### config.mk
export PLATFORM = sky130hd
export DESIGN_NAME = data_cache
export DESIGN_NICKNAME = d
export VERILOG_FILES = /design/src/rtl/data_cache_pkg.sv /design/src/rtl/data_cache_ctrl_fsm.sv /design/src/rtl/data_cache.sv
export SDC_FILE = /design/constraint.sdc
export NUM_CORES = 1
export LEC_CHECK = 0
export CAP_MARGIN = 0
export CORE_MARGIN = 2
export CORE_UTILIZATION = 25
export DETAILED_ROUTE_END_ITERATION = 8
export HOLD_SLACK_MARGIN = 0.05
export PLACE_DENSITY = 0.43
export SLEW_MARGIN = 5
export SYNTH_ARGS = -nofsm -noshare
export SYNTH_HDL_FRONTEND = slang
export SYNTH_SLANG_ARGS = --single-unit
export TNS_END_PERCENT = 10
### constraint.sdc
create_clock -name CLK -period 9.6 [get_ports CLK]
set_input_delay 0.96 -clock CLK [delete_from_list [all_inputs] [get_ports CLK]]
set_output_delay 0.96 -clock CLK [all_outputs]
set_load 0.05 [all_outputs]
### src/rtl/data_cache_pkg.sv
// Shared definitions for the direct-mapped write-back data cache:
// controller state encoding, address field layout and block helpers.
package data_cache_pkg;

  localparam int WORD_BITS     = 32;
  localparam int BLOCK_WORDS   = 4;
  localparam int BLOCK_BITS    = 128;
  localparam int OFFSET_LSB    = 2;
  localparam int INDEX_LSB     = 4;
  localparam int MEM_ADDR_BITS = 28;

  typedef logic [1:0] cache_state_t;

  localparam cache_state_t ST_IDLE       = 2'd0;
  localparam cache_state_t ST_WRITE_BACK = 2'd1;
  localparam cache_state_t ST_MEM_READ   = 2'd2;
  localparam cache_state_t ST_UPDATE     = 2'd3;

  // Word 0 of a block lives in bits [31:0].
  function automatic logic [WORD_BITS-1:0] block_word(input logic [BLOCK_BITS-1:0] blk,
                                                      input logic [1:0] offset);
    return blk[{offset, 5'd0} +: WORD_BITS];
  endfunction

endpackage

### src/rtl/data_cache_ctrl_fsm.sv
// Miss-handling controller: state register, next-state decode and the
// CPU stall / memory request outputs derived from the current state.
module dcache_ctrl_fsm
  import data_cache_pkg::*;
(
  input  logic         CLK,
  input  logic         RESET,
  input  logic         read,
  input  logic         write,
  input  logic         hit,
  input  logic         dirty,
  input  logic         mem_busywait,
  output cache_state_t state,
  output logic         busywait,
  output logic         mem_read,
  output logic         mem_write
);

  cache_state_t next_state;
  logic         miss;

  assign miss = (read | write) & ~hit;

  always_ff @(posedge CLK or negedge RESET) begin
    if (!RESET) begin
      state <= ST_IDLE;
    end else begin
      state <= next_state;
    end
  end

  always_comb begin
    next_state = state;
    case (state)
      ST_IDLE: begin
        if (miss) begin
          next_state = dirty ? ST_WRITE_BACK : ST_MEM_READ;
        end
      end
      ST_WRITE_BACK: begin
        if (!mem_busywait) begin
          next_state = ST_MEM_READ;
        end
      end
      ST_MEM_READ: begin
        if (!mem_busywait) begin
          next_state = ST_UPDATE;
        end
      end
      ST_UPDATE: next_state = ST_IDLE;
      default:   next_state = ST_IDLE;
    endcase
  end

  // Reset forces the stall low at once, even with a CPU request still held.
  assign busywait  = RESET & ((state != ST_IDLE) | miss);
  assign mem_read  = (state == ST_MEM_READ);
  assign mem_write = (state == ST_WRITE_BACK);

endmodule

### src/rtl/data_cache.sv
// Direct-mapped, write-back, write-allocate L1 data cache sitting between
// the CPU data port and a 128-bit block memory.
module data_cache
  import data_cache_pkg::*;
#(
  parameter int INDEX_BITS = 3
) (
  input  logic                     CLK,
  input  logic                     RESET,
  input  logic                     read,
  input  logic                     write,
  input  logic [31:0]              address,
  input  logic [31:0]              writedata,
  output logic [31:0]              readdata,
  output logic                     busywait,
  output logic                     mem_read,
  output logic                     mem_write,
  output logic [MEM_ADDR_BITS-1:0] mem_address,
  output logic [BLOCK_BITS-1:0]    mem_writedata,
  input  logic [BLOCK_BITS-1:0]    mem_readdata,
  input  logic                     mem_busywait
);

  localparam int SETS     = 1 << INDEX_BITS;
  localparam int TAG_BITS = 32 - INDEX_LSB - INDEX_BITS;

  logic [SETS-1:0]       valid;
  logic [SETS-1:0]       dirty;
  logic [TAG_BITS-1:0]   tag_array  [SETS];
  logic [BLOCK_BITS-1:0] data_array [SETS];
  logic [BLOCK_BITS-1:0] fill_block;
  logic [31:0]           readdata_q;

  logic [INDEX_BITS-1:0] idx;
  logic [TAG_BITS-1:0]   tag;
  logic [1:0]            offset;
  logic [1:0]            unused_byte_bits;
  logic                  hit;
  logic                  read_hit;
  logic                  write_hit;
  logic [31:0]           hit_word;
  cache_state_t          state;

  assign idx              = address[INDEX_LSB +: INDEX_BITS];
  assign tag              = address[31 -: TAG_BITS];
  assign offset           = address[OFFSET_LSB +: 2];
  assign unused_byte_bits = address[1:0];

  assign hit       = valid[idx] & (tag_array[idx] == tag);
  assign read_hit  = (state == ST_IDLE) & read & hit;
  assign write_hit = (state == ST_IDLE) & write & hit;
  assign hit_word  = block_word(data_array[idx], offset);

  dcache_ctrl_fsm u_ctrl (
    .CLK          (CLK),
    .RESET        (RESET),
    .read         (read),
    .write        (write),
    .hit          (hit),
    .dirty        (dirty[idx]),
    .mem_busywait (mem_busywait),
    .state        (state),
    .busywait     (busywait),
    .mem_read     (mem_read),
    .mem_write    (mem_write)
  );

  // Hits are served combinationally; the register keeps the last load visible.
  assign readdata = read_hit ? hit_word : readdata_q;

  always_ff @(posedge CLK or negedge RESET) begin
    if (!RESET) begin
      valid      <= '0;
      dirty      <= '0;
      readdata_q <= '0;
      fill_block <= '0;
    end else begin
      if (read_hit) begin
        readdata_q <= hit_word;
      end
      if (write_hit) begin
        dirty[idx] <= 1'b1;
      end
      if ((state == ST_MEM_READ) && !mem_busywait) begin
        fill_block <= mem_readdata;
      end
      if (state == ST_UPDATE) begin
        valid[idx] <= 1'b1;
        dirty[idx] <= 1'b0;
      end
    end
  end

  always_ff @(posedge CLK) begin
    if (write_hit) begin
      data_array[idx][{offset, 5'd0} +: 32] <= writedata;
    end
    if (state == ST_UPDATE) begin
      data_array[idx] <= fill_block;
      tag_array[idx]  <= tag;
    end
  end

  // Write-back targets the resident line; refill targets the live request.
  always_comb begin
    mem_address   = '0;
    mem_writedata = '0;
    case (state)
      ST_WRITE_BACK: begin
        mem_address   = {tag_array[idx], idx};
        mem_writedata = data_array[idx];
      end
      ST_MEM_READ: mem_address = {tag, idx};
      default: mem_address = '0;
    endcase
  end

endmodule

---- After elaboration in Yosys (flattened, before gate mapping) ----
Memories as Yosys holds them, arrays and structs flattened.
Index checks and enable logic that the tools add are counted.
storage, ports and cells
  output and inout bits ................... 191
  bits in writable memories ............... 1,224
  memories kept ........................... 2
  logic and storage cells ................. 316
  bits in registers ....................... 178
  input port bits ......................... 197
memories
  memory      words  width  rd ports  clocked after memory_dff  wr ports  RTL line          text
  data_array  8      128    1         0                         1         data_cache.sv:30  logic [BLOCK_BITS-1:0] data_array [SETS];
  tag_array   8      25     1         0                         1         data_cache.sv:29  logic [TAG_BITS-1:0] tag_array [SETS];
operators by class
  shift-type cells ........................ 3
  add/sub/neg operators ................... 1
  mux-type cells .......................... 148
  bitwise gates (word level) .............. 142
  magnitude comparators ................... 2
  equality and inequality tests ........... 7
  reduce and logical (&&, ||, !) cells .... 6
operator list
  cell                                                                number
  two-way mux 128 bit                                                 2
  two-way mux 1 bit                                                   134
  bitwise OR 1 bit                                                    130
  variable shift 32 x 9 -> 128 bit (first input constant)             1
  indexed part select 128 x 8 -> 32 bit                               1
  indexed part select 32 x 9 -> 128 bit                               1
  case mux 28 bit (2 select lines)                                    1
  two-way mux 32 bit                                                  1
  equality test 25 bit                                                1
  two-way mux 8 bit                                                   2
  bitwise OR 8 bit                                                    2
  negation 7 -> 9 bit                                                 1
  bitwise AND 8 bit                                                   1
  two-way mux 2 bit                                                   4
  NOT 8 bit                                                           1
  case mux 2 bit (4 select lines)                                     1
  bitwise AND 1 bit                                                   7
  binary-select mux 1 bit (select 3 bit)                              2
  equality test 2 bit (second input constant)                         2
  less-than comparator 3 x 4 -> 1 bit (second input constant)         1
  inequality test 2 bit (second input constant)                       2
  demux 1 bit (select 3 bit)                                          1
  greater-or-equal comparator 3 x 1 -> 1 bit (second input constant)  1
  AND reduction 3 bit                                                 1
  7 further kinds                                                     8

---- Depth between registers and ports, before layout ----
  word-level depth ........................ 8
  mapped depth ............................ 16
  depth with buffers taken out ............ 8

---- By module ----
A second synthesis with hierarchy kept.
second synthesis, totals
  cells, all modules ...................... 3,206
  area, all modules ....................... 54,750.0 µm²
by module, submodules not included
  module           sequential area each (µm²)  times used  cells an instance  area each (µm²)
  data_cache       41,159.5                    1           3,190              54,568.6
  dcache_ctrl_fsm  50.0                        1           16                 181.4

---- Least setup slack after synthesis ----
Ideal clock, no wire load.
  path kind ............................... input to register
  from .................................... input port address[4]
  to ...................................... memory data_array[1][0] (enable)
  slack ................................... 3.410 ns
  library setup time ...................... 0.466 ns
  path buffers ............................ 5
  required time ........................... 9.134 ns
  stages on the path ...................... 12
  arrival ................................. 5.724 ns
  cell sequence ........................... buf_2 buf_4 buf_4 buf_4 mux2_2 a221oi_1 xnor2_1 a2111o_1 nor4_1 nand3_1 clkbuf_1 o21ai_0
on the way
  word-level cells in the longest chain between the ends .. 7
  elaborated cells on any way between the ends .. 9
  classes of those cells .................. eq/ne (1); mux (4); bitwise (3); memory (1)
RTL lines
  what                                                                                RTL line          text
  from (decl)                                                                         data_cache.sv:12  input logic [31:0] address,
  memory read (8 x 25 bit) or binary-select mux 1 bit (select 3 bit) (tied branches)  -
  equality test 25 bit or two-way mux 1 bit (tied branches)                           data_cache.sv:49  assign hit = valid[idx] & (tag_array[idx] == tag);
  bitwise AND 1 bit                                                                   data_cache.sv:49
  bitwise AND 1 bit                                                                   data_cache.sv:51  assign write_hit = (state == ST_IDLE) & write & hit;
  two-way mux 1 bit                                                                   data_cache.sv:95  if (write_hit) begin
  two-way mux 128 bit (implied by the code)                                           data_cache.sv:96  data_array[idx][{offset, 5'd0} +: 32] <= writedata;
  bitwise OR 1 bit (no source line)                                                   -
  to (decl)                                                                           data_cache.sv:30
Parallel ways exist; a longest one is shown, timed or not. The select of a mux whose other input is x is not followed.

---- Worst setup path after layout ----
  from .................................... input port address[5]
  to ...................................... output port readdata[16]
on the way
  word-level cells in the longest chain between the ends .. 5
  elaborated cells on any way between the ends .. 9
  classes of those cells .................. eq/ne (1); shift (1); mux (3); bitwise (2); memory (2)
RTL lines
  what                                                               RTL line          text
  branches (longest 4 deep; another with memory read (8 x 128 bit))  -
  two-way mux 32 bit *                                               data_cache.sv:69  assign readdata = read_hit ? hit_word : readdata_q;
  to (decl)                                                          data_cache.sv:14  output logic [31:0] readdata,
Every way passes the cells marked *. The select of a mux whose other input is x is not followed.

==> out/qor.csv <==
stage,metric,value,unit
floorplanning,dieHeight,473,um
sta,finalHoldViolations,0,
global_route,first_global_vias,33200,
final_layout,fin_cells,6677,
floorplanning,start_util,25.1,%
final_layout,postLayoutCoreUtil,31.0,%
global_route,use_met3,2.78,%
sta,tns,0,ps
clocking,ctsHtreeMaxLevel,4,
min_path,hp-class,reg2reg,
synthesis,ys_ff_latch,1402,
route,ant_nets,0,
floorplanning,num_rows,172,
route,first_pass_iters,5,
route,drc_errors,0,
synthesis,async_flop_share,12.7,%
global_route,grt.busiest_layer,met2,
sta,setup_viol,0,
worst_setup_path,max_stage_delay,1080,ps
global_route,grt_pass1_wl,272,mm
sta,fin_crit_sh,82.1,%
global_route,grt_max_degree,104,
route,vias,32700,
clocking,cts_buffers,162,
route,routed_wl,197,mm
synthesis,syn_area,55000,um2
worst_setup_path,rrSetupSlack,4510,ps
final_layout,drive_gt1_share,15.6,%
clocking,cts_resized,0,
synthesis,syn-num-nets,3473,
sta,clock_skew,53.5,ps
worst_setup_path,crit_path_end_kind,output pin,
floorplanning,core-area,219000,um2
global_route,met1_usage,23.0,%
global_route,antenna_found_initial,14,
sta,final.setup.worst_slack,1720,ps
worst_setup_path,worst-endpoint-arrival,6920,ps
flow_run,maxCapViolCount,0,
place,portBuffers,385,
route,wl_per_cell,29.5,um
worst_setup_path,critPathTopFamily,buffers and inverters,
place,dp.cells,6384,
synthesis,synth_warnings,0,
global_route,grt_overflow,0,
synthesis,synth_top_flop_cell,edfxtp_1,
worst_setup_path,critical_path.slowest_cell,clkinv_1,
clocking,cts_root_buf,clkbuf_16,
worst_setup_path,crit_path_frequent_cell,buf_4,
floorplanning,die_width,473,um
place,preCtsSetupSlack,1630,ps
synthesis,syn_inst,3267,
power_and_ir_drop,p_per_area,260,nW/um2
clocking,clock_latency,810,ps
clocking,cts_tree,yes,
final_layout,final_area,68000,um2
worst_setup_path,crit_path_start_kind,primary input,
sta,rsz0062_at_grt,false,
worst_setup_path,critPathBufInv,4,
route,drtIter0Drc,2711,
synthesis,postSynthAreaPerCell,16.8,um2
power_and_ir_drop,ir_drop,219,uV
clocking,clk_pin_slew,60,ps
floorplanning,die_area,224000,um2
sta,hold_ws,467,ps
route,via_per_inst,4.89,
sta,worstMarginPinSlew,1260,ps
clocking,postCtsHoldBufs,1,
final_layout,fillCellCount,21500,
global_route,gr-usage-all-layers,17.2,%
place,place_area,62600,um2
worst_setup_path,crit_type,in2out,
worst_setup_path,critPathRequiredTime,8640,ps
floorplanning,top_level_ports,388,
clocking,cts_max_path_buffers,3,
power_and_ir_drop,finalPower,17.7,mW
run_status,outcome,completed,
place,dp_hpwl,120,mm
global_route,met2_usage,28.9,%
clocking,cts_setup_buffers,0,
sta,fmax,127,MHz
sta,finalWorstPathRequiredPeriod,7880,ps
place,gp_congestion,0.738,
power_and_ir_drop,p_leak,22.5,nW
sta,slew_headroom,15.4,%
worst_setup_path,crit_chain,buf_4 > clkinv_1 > mux4_2 > or3_1 > a221o_1 > or4b_1 > nor4_4 > buf_4 > nand2_4 > mux2i_1 > clkdlybuf4s50_1,
synthesis,ys_types,63,
sta,finalMaxSlewViolations,0,
synthesis,synth_edf_count,1224,
final_layout,nets,3884,
clocking,clock_sinks,1402,
worst_setup_path,crit_fanout,39,
synthesis,yosysSeqAreaShare,74.9,%
final_layout,area_growth,23.6,%
==> worst register-to-register path, delay by kind of cell, from the launching register on <==
family / cells / cell delay, ps
buffers and inverters: 2 / 790
AOI/OAI and AO/OA: 2 / 1310
DFF: 1 / 360
muxes: 2 / 770
and+or+nand+nor: 4 / 1490
==> synthesized netlist by cell type, drive strengths merged (11+ instances only) <==
| master | count | area [um2] |
|---|---|---|
| clkbuf | 158 | 593 |
| a22oi | 365 | 2740 |
| and3 | 39 | 244 |
| dfrtp | 178 | 4450 |
| edfxtp | 1224 | 36800 |
| mux2 | 182 | 2050 |
| mux4 | 53 | 1190 |
| a22o | 187 | 1640 |
| and2 | 111 | 694 |
| a211oi | 12 | 90.1 |
| inv | 23 | 86.3 |
| nor2 | 101 | 379 |
| mux2i | 83 | 831 |
| o21ai | 86 | 430 |
| buf | 72 | 345 |
| a21oi | 23 | 115 |
| nor3 | 14 | 70.1 |
| nand2b | 11 | 68.8 |
| nor2b | 17 | 106 |
| nand4 | 64 | 400 |
| a221oi | 40 | 350 |
| nand2 | 103 | 389 |
==> logic make-up (layout without fill, tap and decap cells) <==
| group | Yosys count | count (layout) | synth area share (%) |
|---|---|---|---|
| buffers and inverters | 255 | 791 | 1.88 |
| AND/OR/NAND/NOR | 491 | 491 | 4.69 |
| AO/OA/AOI/OAI | 776 | 776 | 10.7 |
| multiplexers | 318 | 318 | 7.40 |
| flip-flops | 1402 | 1402 | 74.9 |
| adder cells (fa/ha/maj) | 9 | 9 | 0.205 |
| other | 0 | 3 | 0 |
| XOR/XNOR | 16 | 16 | 0.255 |
==> where the power goes <==
part / internal [mW] / switching [mW] / leakage, nW
registers: 7.67 / 0.282 / 13.3
logic: 1.10 / 2.39 / 6.60
clock network: 3.66 / 2.57 / 2.58
==> layout make-up <==
class	count	area, um2	area share (%)
clock inverter	85	1030	1.52
multi-input combinational	1610	13200	19.3
antenna	3	7.51	0.0110
tap	2871	3590	5.28
timing repair buffer	477	4600	6.76
inverter	25	95.1	0.140
clock buffer	204	4290	6.32
sequential	1402	41200	60.6
==> metal layers <==
metal	up-vias	wire, um	part of all wire, %
met2	936	96100	49
li1	14000	-	-
met5	-	50	0.025
met4	8	5150	2.6
met1	17500	86600	44
met3	227	9310	4.7
==> cell usage in the layout (no fill, tap or decap), types with 36 or more instances in the layout <==
| master | instances |
|---|---|
| clkbuf_1 | 36 |
| mux4_2 | 53 |
| clkdlybuf4s50_1 | 381 |
| nand4_1 | 64 |
| nor2_1 | 96 |
| dfrtp_1 | 178 |
| and2_1 | 107 |
| a22oi_1 | 365 |
| o21ai_0 | 62 |
| a221oi_1 | 40 |
| mux2_2 | 160 |
| and3_1 | 36 |
| nand2_1 | 102 |
| a22o_1 | 187 |
| mux2i_1 | 83 |
| buf_4 | 89 |
| edfxtp_1 | 1224 |
| clkbuf_16 | 164 |
==> path summary, 6_finish.rpt <==
path	end	cells after the start	from
max reg2reg	data_array[5][32]	10	tag_array[2][0]
min reg2reg	valid[5]	1	valid[5]
min	valid[5]	1	valid[5]
max in group asynchronous	fill_block[71]	3	RESET
min in group asynchronous	readdata_q[24]	2	RESET
max	readdata[16]	11	address[5]
==> state kept, by name, summed over array words and instances (netlist names) <==
register / cells
u_ctrl.state: 2
dirty: 8
fill_block: 128
valid: 8
data_array: 1024
tag_array: 200
readdata_q: 32
Note: power is estimated with default switching activity, not from simulation.
